`src/rtl/parallel_serializer.sv`:
```
// parallel_serializer: loads a W-bit word and sends it LSB first, one bit per shift_en.
// Optional even-parity bit after the data when SERIALIZER_PARITY_EN is defined.
//
// Ports:
//   clk        - system clock, rising edge
//   rst        - asynchronous active-low reset
//   load_valid - request to load D
//   D          - parallel word, sampled only when a load is accepted
//   load_ready - high in IDLE when abort is low (combinational)
//   shift_en   - consumer strobe; advances to the next bit
//   abort      - synchronous cancel of the word in flight; highest priority
//   out_bit    - current serial bit (0 in IDLE)
//   out_valid  - high while a bit is presented
//   done       - one-cycle pulse in the first IDLE cycle after a completed word
//
// Configuration macro: SERIALIZER_PARITY_EN

module parallel_serializer #(
    parameter int W = 16
) (
    input  logic         clk,
    input  logic         rst,
    input  logic         load_valid,
    input  logic [W-1:0] D,
    output logic         load_ready,
    input  logic         shift_en,
    input  logic         abort,
    output logic         out_bit,
    output logic         out_valid,
    output logic         done
);

    localparam int CW = (W > 1) ? $clog2(W) : 1;
    localparam logic [CW-1:0] LAST = CW'(W - 1);

`ifdef SERIALIZER_PARITY_EN
    typedef enum logic [1:0] {
        IDLE   = 2'd0,
        SHIFT  = 2'd1,
        PARITY = 2'd2
    } state_t;
`else
    typedef enum logic [1:0] {
        IDLE  = 2'd0,
        SHIFT = 2'd1
    } state_t;
`endif

    state_t        state_q, state_d;
    logic [W-1:0]  sreg_q, sreg_d;
    logic [CW-1:0] cnt_q, cnt_d;
    logic          done_q, done_d;
`ifdef SERIALIZER_PARITY_EN
    logic          par_q, par_d;
`endif

    assign load_ready = (state_q == IDLE) && !abort;
    assign out_valid  = (state_q != IDLE);
    assign done       = done_q;

    always_comb begin
        out_bit = 1'b0;
        unique case (state_q)
            SHIFT:   out_bit = sreg_q[0];
`ifdef SERIALIZER_PARITY_EN
            PARITY:  out_bit = par_q;
`endif
            default: out_bit = 1'b0;
        endcase
    end

    always_comb begin
        state_d = state_q;
        sreg_d  = sreg_q;
        cnt_d   = cnt_q;
        done_d  = 1'b0;
`ifdef SERIALIZER_PARITY_EN
        par_d   = par_q;
`endif
        if (abort) begin
            // Cancel wins over load and shift; no done for a cancelled word.
            state_d = IDLE;
            sreg_d  = '0;
            cnt_d   = '0;
`ifdef SERIALIZER_PARITY_EN
            par_d   = 1'b0;
`endif
        end else begin
            unique case (state_q)
                IDLE: begin
                    if (load_valid) begin
                        sreg_d  = D;
                        cnt_d   = '0;
                        state_d = SHIFT;
`ifdef SERIALIZER_PARITY_EN
                        par_d   = ^D;
`endif
                    end
                end
                SHIFT: begin
                    if (shift_en) begin
                        sreg_d = {1'b0, sreg_q[W-1:1]};
                        if (cnt_q == LAST) begin
                            // Counter is cleared on exit so it never wraps.
                            cnt_d = '0;
`ifdef SERIALIZER_PARITY_EN
                            state_d = PARITY;
`else
                            state_d = IDLE;
                            done_d  = 1'b1;
`endif
                        end else begin
                            cnt_d = cnt_q + CW'(1);
                        end
                    end
                end
`ifdef SERIALIZER_PARITY_EN
                PARITY: begin
                    if (shift_en) begin
                        state_d = IDLE;
                        par_d   = 1'b0;
                        done_d  = 1'b1;
                    end
                end
`endif
                default: begin
                    state_d = IDLE;
                end
            endcase
        end
    end

    always_ff @(posedge clk or negedge rst) begin
        if (!rst) begin
            state_q <= IDLE;
            sreg_q  <= '0;
            cnt_q   <= '0;
            done_q  <= 1'b0;
`ifdef SERIALIZER_PARITY_EN
            par_q   <= 1'b0;
`endif
        end else begin
            state_q <= state_d;
            sreg_q  <= sreg_d;
            cnt_q   <= cnt_d;
            done_q  <= done_d;
`ifdef SERIALIZER_PARITY_EN
            par_q   <= par_d;
`endif
        end
    end

endmodule

```
`config.mk`:
```
export PLATFORM = sky130hd
export DESIGN_NAME = parallel_serializer
export DESIGN_NICKNAME = d
export VERILOG_FILES = /design/src/rtl/parallel_serializer.sv
export SDC_FILE = /design/constraint.sdc
export NUM_CORES = 1
export LEC_CHECK = 0
export CORE_ASPECT_RATIO = 1.4
export CORE_UTILIZATION = 43
export DETAILED_ROUTE_END_ITERATION = 16
export PLACE_DENSITY_LB_ADDON = 0.08
export SETUP_SLACK_MARGIN = 0.02
export SYNTH_ARGS = -nofsm -noshare
export SYNTH_HDL_FRONTEND = slang
export SYNTH_SLANG_ARGS = --single-unit
```
`constraint.sdc`:
```
create_clock -name clk -period 1.27 [get_ports clk]
set_clock_uncertainty 0.1 [all_clocks]
set_input_delay 0.254 -clock clk [delete_from_list [all_inputs] [get_ports clk]]
set_output_delay 0.254 -clock clk [all_outputs]
set_load 0.005 [all_outputs]
```
Yosys cells after proc, flatten, opt, wreduce, memory -nomap -nowiden
Cells that the tools add are included.

Register bits: 23.

Muxes and demuxes: 19. Reduce and logical (&&, ||, !) cells: 7. Add/subtract/negate cells: 1. Equal/unequal tests: 5.

Operator list (count): $mux 16 (3); $pmux 16 s2 (1); $mux 4 (4); $ne 3x3->1 const B (3); $mux 2 (4); $pmux 4 s2 (1); $reduce_and 3->1 (2); $mux 1 (5); $add 4x1->4 const B (1); $eq 4x4->1 const B (1); $pmux 2 s2 (1); $reduce_bool 3->1 (1); $eq 2x1->1 const B (1); $logic_not 2->1 (1); $reduce_bool 2->1 (1); $logic_and 1x1->1 (1); $logic_not 1->1 (1).

Depth between registers and ports, before layout
Word-level depth: 5. Depth in mapped cells: 6. Gate-level depth less buffers: 4.

Least setup slack after synthesis
Ideal clock, no wire load.

Path type: flip-flop to flip-flop. Start point: reg state_q[0]. End point: reg sreg_q[0]. Setup time: 126 ps. Setup slack: -164 ps. Period minus slack after synthesis: 1434 ps. Data required time: 1044 ps. Stages on the path, launching flop included: 5. Arrival time: 1208 ps. Cells stage by stage: dfrtp_1 > mux2i_2 > and2_1 > buf_6 > a221o_1.

Word-level cells in the longest chain between the ends: 3. Elaborated cells on any way between the ends: 8.

Ends and longest elaborated chain: from (decl) (RTL line 49) `state_t state_q, state_d;`; from (signal assigned) (RTL line 143) `state_q <= state_d;`; $eq 2x1->1 / $logic_not 2->1 (equally long branches) (RTL line 89) `unique case (state_q)`; $ne 3x3->1 (no line) (tied with other cells); $reduce_and 3->1 (no line) / $mux 16 (equally long branches); to (signal assigned) (RTL line 144) `sreg_q <= sreg_d;`; to (decl) (RTL line 50) `logic [W-1:0] sreg_q, sreg_d;`.

Several ways; a longest one is shown, not always the timed one. A chain may end at the register's enable or synchronous reset.

Worst setup path in the final report
Start point: reg state_q[0]. End point: out out_bit.

Word-level cells in the longest chain between the ends: 2.

Ends and longest elaborated chain: $eq 2x1->1 (RTL line 63) `unique case (state_q)`; $mux 1 (RTL line 63); to (decl) (RTL line 28) `output logic out_bit,`.

Every way passes these cells.

==> flow_summary_export.csv <==
group,metric,value,unit
clock_network,htreeDepth,1,
worst_setup_path,crit_chain,"buf_4 > and2_1 > buf_2",
global_route,grt_pass1_vias,986,
die,core_area,0.00236,sq mm
sta,period_share,119,%
clock_network,cts_tree,"yes",
global_route,grt_usage,21.6,%
worst_hold_path,min_path_type,"in2async",
sta,setup_viol,23,
yosys,syn_area_per_cell,10.3,sq um
global_route,grt_pass1_wl,4270,um
worst_setup_path,path_buf_inv,2,
worst_setup_path,critPathKind,"reg2out",
yosys,ys_warn_count,0,
placement,dp_slack,-552,ps
yosys,synth.most_common_cell,"dfrtp_1",
yosys,synth_top_flop_cell,"dfrtp_1",
route,ant_nets,0,
placement,hpwl,1650,um
yosys,synthesis.area,0.00106,sq mm
worst_setup_path,r2r-start,"state_q[0]",
yosys,synth_edf_count,0,
sta,worstMarginPinSlew,183,ps
worst_setup_path,crit_required,920,ps
yosys,yosysTopAreaCell,"dfrtp_1",
die,rows,21,
worst_setup_path,crit_arrival,1160,ps
worst_setup_path,cp-start-kind,"flop",
clock_network,cts_root_buf,"clkbuf_4",
worst_setup_path,critPathMaxFanout,3,
die,chipWidth,44.1,um
power,power,1750,uW
power,intPower,1300,uW
power,p_leak,0.000690,uW
worst_setup_path,crit_start,"state_q[0]",
layout,syn_to_final_growth,52.2,%
die,initial_core_util,45.0,%
power,swShare,25.5,%
power,p_per_area,1080,mW/mm^2
worst_setup_path,slowest_delay,450,ps
layout,fin_area,0.00162,sq mm
power,p_switching,445,uW
sta,relSlewSlack,87.5,%
clock_network,cts.clk_slew.worst_paths,120,ps
route,dr.pass1.iters,12,
yosys,synth_top_area_share,51.7,%
global_route,grt_antenna_before_repair,0,
yosys,syn-num-nets,125,
clock_network,cts_buffer_depth,2,
worst_setup_path,cp-end-kind,"output port",
placement,placed_cell_area,0.00142,sq mm
clock_network,numCtsBuffers,3,
die,die_area,0.00268,sq mm
run_status,status,"complete, but fails checks",
yosys,synth.distinct_cells,25,
route,drtIter0Drc,36,
sta,slew_violations,0,
run_status,violations,"DRC, setup timing",
route,wl_per_cell,16.6,um
sta,grt_setup_unrepaired,"true",
yosys,ys_top_cells_by_count,"dfrtp_1 (22), nand3_1 (15), a22oi_1 (11), o21ai_1 (11)",
worst_setup_path,cp_slowest_cell,"dfrtp_2",
job,maxCapViolations,0,
sta,hold_viol,0,
route,viasPerCell,5.96,
yosys,synthArstFlopShare,100,%
sta,max_freq,661,MHz
power,pwr-share-clk,31.0,%
sta,worst_slack,-242,ps
die,io_pins,25,
layout,nFillCells,181,
layout,fin_nets,164,
power,power_frac_comb,23.6,%
die,die_height,60.9,um
power,pwr-share-seq,45.4,%
yosys,netlist_instances,103,
route,drc,1,
layout,num_antenna_cells,0,
global_route,overflow,0,
global_route,grt_max_degree,23,
power,ir_drop,0.672,mV
route,wirelength,2720,um
worst_setup_path,cp_top_family,"flip-flops",
yosys,synthTopCellsByArea,"dfrtp_1 (52%), a22oi_1 (7.8%), nand3_1 (7.1%)",
route,vias,978,
layout,drive_above_1_share,38.3,%
placement,place_congestion,0.733,
yosys,ys_seq_area_share,51.7,%
yosys,synth_seq_cells,22,
clock_network,cts.sinks,22,
clock_network,clock_latency,310,ps
sta,period_minus_slack,1510,ps
placement,numPortBuffers,24,
==> path summary, 6_finish.rpt <==
path	endpoint	slack (ps)	depth (start not counted)
setup / recovery	out_bit	-240	3
hold / removal	done	180	2
setup reg to reg	cnt_q[2]	-230	6
hold reg to reg	sreg_q[4]	430	1
max in group asynchronous	state_q[0]	740	2
min in group clk	sreg_q[4]	430	1
==> cells by family (layout without fill, tap and decap cells) <==
kind of cell	Yosys count	in the layout	share of synthesized area, %
and+or+nand+nor	32	32	17.4
adders and majority gates	1	1	1.17
DFF	22	22	51.7
muxes	2	2	2.23
AOI/OAI and AO/OA	32	32	21.0
buffers and inverters	14	52	6.46
==> timing repair <==
| item | in CTS | in global routing |
|---|---|---|
| hold buffers | 0 | 0 |
| endpoints found under the hold margin | 0 | 0 |
| gates cloned | 1 | 0 |
| setup buffers | 4 | 0 |
| gates resized for setup | 36 | 13 |
| endpoints found under the setup margin | 26 | 26 |
| pin swaps | 7 | 7 |
==> layer usage <==
layer / track usage [%] / share of wire (%) / vias to the layer above
li1: - / - / 463
met5: 0 / 0 / -
met1: 26.2 / 44 / 490
met2: 38.4 / 52 / 23
met4: 9.96 / 0.73 / 0
met3: 1.79 / 3.2 / 2
==> placed cells by master, fill, tap and decap left out, types with 2 or more instances in the layout <==
cell / netlist / layout
nand3_1: 15 / 14
nand2_1: 2 / 2
buf_4: 1 / 12
o21ai_2: 0 / 9
a221o_1: 5 / 5
nand2b_1: 2 / 2
buf_12: 0 / 2
and2_4: 0 / 2
inv_1: 4 / 4
clkbuf_4: 0 / 3
clkdlybuf4s50_1: 0 / 20
and4_1: 5 / 5
dfrtp_1: 22 / 21
nand4_1: 2 / 2
clkbuf_2: 0 / 2
o21ai_1: 11 / 3
a22oi_2: 0 / 9
buf_2: 4 / 3
a22oi_1: 11 / 2
buf_6: 1 / 5
==> metrics by stage <==
stage | hold WS (ps) | instances | setup TNS (ps) | utilization, %
2_1_floorplan | -142 | 103 | -1770 | -
3_3_place_gp | 395 | 155 | -9770 | 59.9
3_5_place_dp | 395 | 155 | -9900 | 59.9
4_1_cts | 171 | 164 | -3690 | 67.0
5_1_grt | 178 | 164 | -5260 | 68.5
6_report | 175 | 164 | -4020 | 68.5
==> cell type report <==
| cell class | count | area, sq um | area share [%] |
|---|---|---|---|
| timing repair buffer | 44 | 412 | 25.4 |
| inverter | 4 | 15.0 | 0.927 |
| clock buffer | 3 | 22.5 | 1.39 |
| tap | 23 | 28.8 | 1.78 |
| clock inverter | 1 | 30.0 | 1.85 |
| multi-input combinational | 67 | 561 | 34.6 |
| sequential | 22 | 552 | 34.1 |
==> sequential cells by signal, summed over array words and instances, names as in the netlist <==
signal   flops
state_q      1
cnt_q        4
done         1
sreg_q      16
==> power by group through the flow <==
stage / sequential (uW) / clock, uW / combinational, uW
detailed placement: 804 / 0 / 317
finish: 795 / 542 / 413
CTS: 793 / 558 / 392
floorplan: 794 / 0 / 153
global placement: 803 / 0 / 313
global route: 801 / 571 / 446
Note: power is estimated with default switching activity, not from simulation.
